--- src/rtl/fifo_wptr_full.sv ---
// Write-domain half of an async FIFO: binary/Gray write pointer, 2-flop read-pointer
// synchronizer, and registered full / almost-full / fill-level / overflow flags.
module fifo_wptr_full #(
    parameter int PTR      = 5,
    parameter int AF_LEVEL = 12
) (
    input  logic           clk,
    input  logic           rst_n,
    input  logic           wr_en,
    input  logic [PTR-1:0] rptr_gray_async,
    output logic [PTR-2:0] waddr,
    output logic           wr_accept,
    output logic [PTR-1:0] wptr_gray,
    output logic           full,
    output logic           almost_full,
    output logic [PTR-1:0] wr_count,
    output logic           overflow
);

    localparam logic [PTR-1:0] AF_THRESH = PTR'(AF_LEVEL);

    logic [PTR-1:0] wbin;
    logic [PTR-1:0] wbin_next;
    logic [PTR-1:0] wgray_next;
    logic [PTR-1:0] rq1;
    logic [PTR-1:0] rq2;
    logic [PTR-1:0] rbin;
    logic [PTR-1:0] fill_next;
    logic [PTR-1:0] full_match;

    assign wr_accept  = wr_en & ~full;
    assign wbin_next  = wbin + PTR'(wr_accept);
    assign wgray_next = wbin_next ^ (wbin_next >> 1);
    assign fill_next  = wbin_next - rbin;
    assign waddr      = wbin[PTR-2:0];

    // Full when the write pointer is exactly one lap ahead: in Gray this is the
    // synchronized read pointer with its top two bits inverted.
    assign full_match = {~rq2[PTR-1:PTR-2], rq2[PTR-3:0]};

    // Each binary bit is the XOR of all Gray bits at or above it.
    always_comb begin
        rbin = '0;
        for (int i = 0; i < PTR; i++) begin
            rbin[i] = ^(rq2 >> i);
        end
    end

    always_ff @(posedge clk or negedge rst_n) begin
        if (!rst_n) begin
            rq1 <= '0;
            rq2 <= '0;
        end else begin
            rq1 <= rptr_gray_async;
            rq2 <= rq1;
        end
    end

    // Flags use next-state pointer values so they line up with the pointer update.
    always_ff @(posedge clk or negedge rst_n) begin
        if (!rst_n) begin
            wbin        <= '0;
            wptr_gray   <= '0;
            full        <= 1'b0;
            almost_full <= 1'b0;
            wr_count    <= '0;
            overflow    <= 1'b0;
        end else begin
            wbin        <= wbin_next;
            wptr_gray   <= wgray_next;
            full        <= (wgray_next == full_match);
            almost_full <= (fill_next >= AF_THRESH);
            wr_count    <= fill_next;
            overflow    <= wr_en & full;
        end
    end

endmodule

--- config.mk ---
export PLATFORM = sky130hd
export DESIGN_NAME = fifo_wptr_full
export DESIGN_NICKNAME = d
export VERILOG_FILES = /design/src/rtl/fifo_wptr_full.sv
export SDC_FILE = /design/constraint.sdc
export NUM_CORES = 1
export LEC_CHECK = 0
export CAP_MARGIN = 40
export CORE_ASPECT_RATIO = 0.9
export CORE_UTILIZATION = 52
export DETAILED_ROUTE_END_ITERATION = 6
export GPL_TIMING_DRIVEN = 0
export PLACE_DENSITY_LB_ADDON = 0.2
export SYNTH_ARGS = -nofsm -noshare
export SYNTH_HDL_FRONTEND = slang
export SYNTH_SLANG_ARGS = --single-unit
--- constraint.sdc ---
create_clock -name clk -period 5.8 [get_ports clk]
set_input_delay 0.87 -clock clk [delete_from_list [all_inputs] [get_ports clk]]
set_output_delay 0.87 -clock clk [all_outputs]
set_load 0.05 [all_outputs]
==> metrics.txt <==
ANT cells 0; DRT iter0 DRCs 7; Hold Buf Count CTS 0; Avg Vias per Cell 5.00; TritonCTS buffer count 3; reg2reg path depth 10; Max Root-Sink Buffers 2; Skew-Pair Late Insertion Delay 0.33 ns; Slew Limit Fails 0; Synth-to-Final Area Change 29.2%; die footprint 2430 um^2; initial antenna violation count 0; Final period util 55.4%; CTS clock-pin slew for the worst setup and hold paths 0.15 ns; port bufs 25; arrival time worst endpoint 2.35 ns; largest net degree at the start of global routing 17; Worst path slowest cell clkdlybuf4s50_1; Final min period 3.22 ns; grt total ovfl 0; Reg2Reg Setup Slack 3.11 ns; I/O pins 26; die width 51.8 um; hold_sp rq1[1]; critical path capture point type primary output; max incr delay on CP 0.82 ns; FF-to-FF End almost_full; vias in the first global route 636; CP Cell Sequence clkdlybuf4s50_1, nor2b_1, clkdlybuf4s50_1; Rows 15; CTS tree yes; family with the most delay on the worst path buffers and inverters; drt first pass iters 4; first-pass GRT wire length 2750 um; Ys Warns 0; Max FO, Critical Path 2; setup_tns 0 ns; clock skew 0.0107 ns; drt drc 0; sequential area share after synthesis 58.2%; Slew @ Worst Pin 0.594 ns; Sink Count 27; Syn Nets 99; Post-DRT Antenna Nets 0; Fmax achieved 0.311 GHz; status complete, no violations; Fin. Hold Viols 0; WL/cell 12.1 um; H-Tree Depth 1; kind of critical path in -> out; cells after synthesis 85; Slew headroom 60.3%; Top cell by count, worst path clkdlybuf4s50_1; Synth Register Bits 27; hold path cells 0; Main synth FF type dfrtp_1; Synth Cell Area 1160 um^2; Core ar. 2010 um^2; Post-CTS Setup Bufs 0; RSZ-0062 raised after global routing false; Post-DP HPWL 1290 um; Overall Global Routing Usage 17.0%; Nets 130; vias 700; Routed WL 1700 um; Hold Path Sink rq2[1]; Post-Syn Area per Cell 13.7 um^2; Async SR Flop Fraction 100%; Max-Cap Viols 0; worst reg2reg startpoint rq2[4]; Final Wtd Congestion 0.708; Root Driver clkbuf_4; CP Buf/Inv Count 2; Initial Util 57.8%; Worst Hold Class reg -> reg; layout cells sized above 1 8.70%; Worst Path Required 4.93 ns; CP startpoint kind primary input; EDFF count, synth 0; Die Ht 46.8 um; post_cts resized 0; Cell variety after synth 26; final setup vio count 0
[registers in the layout, indices dropped and copies added (netlist names)]
register,flops
almost_full,1
wr_count,5
full,1
wbin,5
overflow,1
rq1,5
rq2,5
wptr_gray,4
[cells by family (layout without fill, tap and decap cells)]
group           Yosys count  in the layout  synth area share [%]
buf+inv                   8             38                  2.59
compound gates           11             11                  6.57
flops                    27             27                  58.2
simple gates              9              9                  4.96
fa+ha+maj                 7              7                  7.44
xor+xnor                 23             23                  20.3
[synth_stat cells (2+ instances only)]
| cell type | instances | share of area (%) |
|---|---|---|
| xor2_1 | 7 | 5.3 |
| dfrtp_1 | 27 | 58 |
| a21oi_1 | 3 | 1.3 |
| xnor2_1 | 13 | 9.8 |
| xnor2_2 | 2 | 2.8 |
| nand3_1 | 3 | 1.3 |
| ha_1 | 6 | 6.5 |
| inv_1 | 6 | 1.9 |
[worst register-to-register path, cell delays in order, from the launching register on]
cell and delay, ns:
dfrtp_1 0.44, xor2_1 0.34, inv_2 0.10, xnor2_2 0.27
xnor2_1 0.16, ha_1 0.23, inv_1 0.08, maj3_2 0.30
or4b_1 0.47, o311ai_1 0.10, a21o_1 0.15
[cell usage in the layout, fill, tap and decap left out, drive strengths merged]
cell type,instances
clkbuf,4
o21bai,1
clkinvlp,1
buf,1
or3,1
xnor2,16
nand3,3
nor4bb,1
or4b,1
o21ai,1
a21oi,3
o311ai,2
xor2,7
nor2b,1
a211oi,1
nor2,1
inv,7
maj3,1
a2111oi,1
and2,1
dfrtp,27
o211ai,1
a21o,1
ha,6
clkdlybuf4s50,25
[layer usage]
layer	global-route usage (%)	share of wire, %	vias to the layer above
li1	-	-	345
met1	19.7	45	321
met2	29.6	47	29
met3	3.88	5.8	5
met4	9.73	2.4	0
met5	0	0	-
[worst max-delay path by stage]
stage / slack [ns] / startpoint / depth (start not counted) / to
2_1_floorplan: 2.26 / wr_en / 9 / almost_full
3_3_place_gp: 2.34 / wr_en / 10 / almost_full
3_5_place_dp: 2.28 / wr_en / 10 / almost_full
4_1_cts: 2.58 / wr_en / 3 / wr_accept
5_1_grt: 2.41 / wr_en / 11 / almost_full
6_report: 2.58 / wr_en / 3 / wr_accept
[stage by stage]
stage / cell area [um^2] / util, % / instances / hold slack [ns] / worst slack (ns)
floorplan: 1160 / - / 85 / 0.331 / 2.26
global placement: 1440 / 71.8 / 135 / 0.334 / 2.34
detailed placement: 1470 / 73.2 / 136 / 0.339 / 2.28
CTS: 1500 / 74.7 / 140 / 0.373 / 2.58
global route: 1500 / 74.7 / 140 / 0.376 / 2.41
finish: 1500 / 74.7 / 140 / 0.369 / 2.58
[layout make-up]
type | instances | area, um^2
Timing Repair Buffer | 26 | 278
Multi-Input combinational cell | 50 | 455
Fill cell | 144 | 508
Clock buffer | 3 | 22.5
Tap cell | 25 | 31.3
Inverter | 7 | 26.3
Buffer | 1 | 3.75
Sequential cell | 27 | 676
Clock inverter | 1 | 7.51
Power is left out: the tool's default activity adds up to more than one toggle a clock period on the data nets, which glitch-free logic cannot reach.
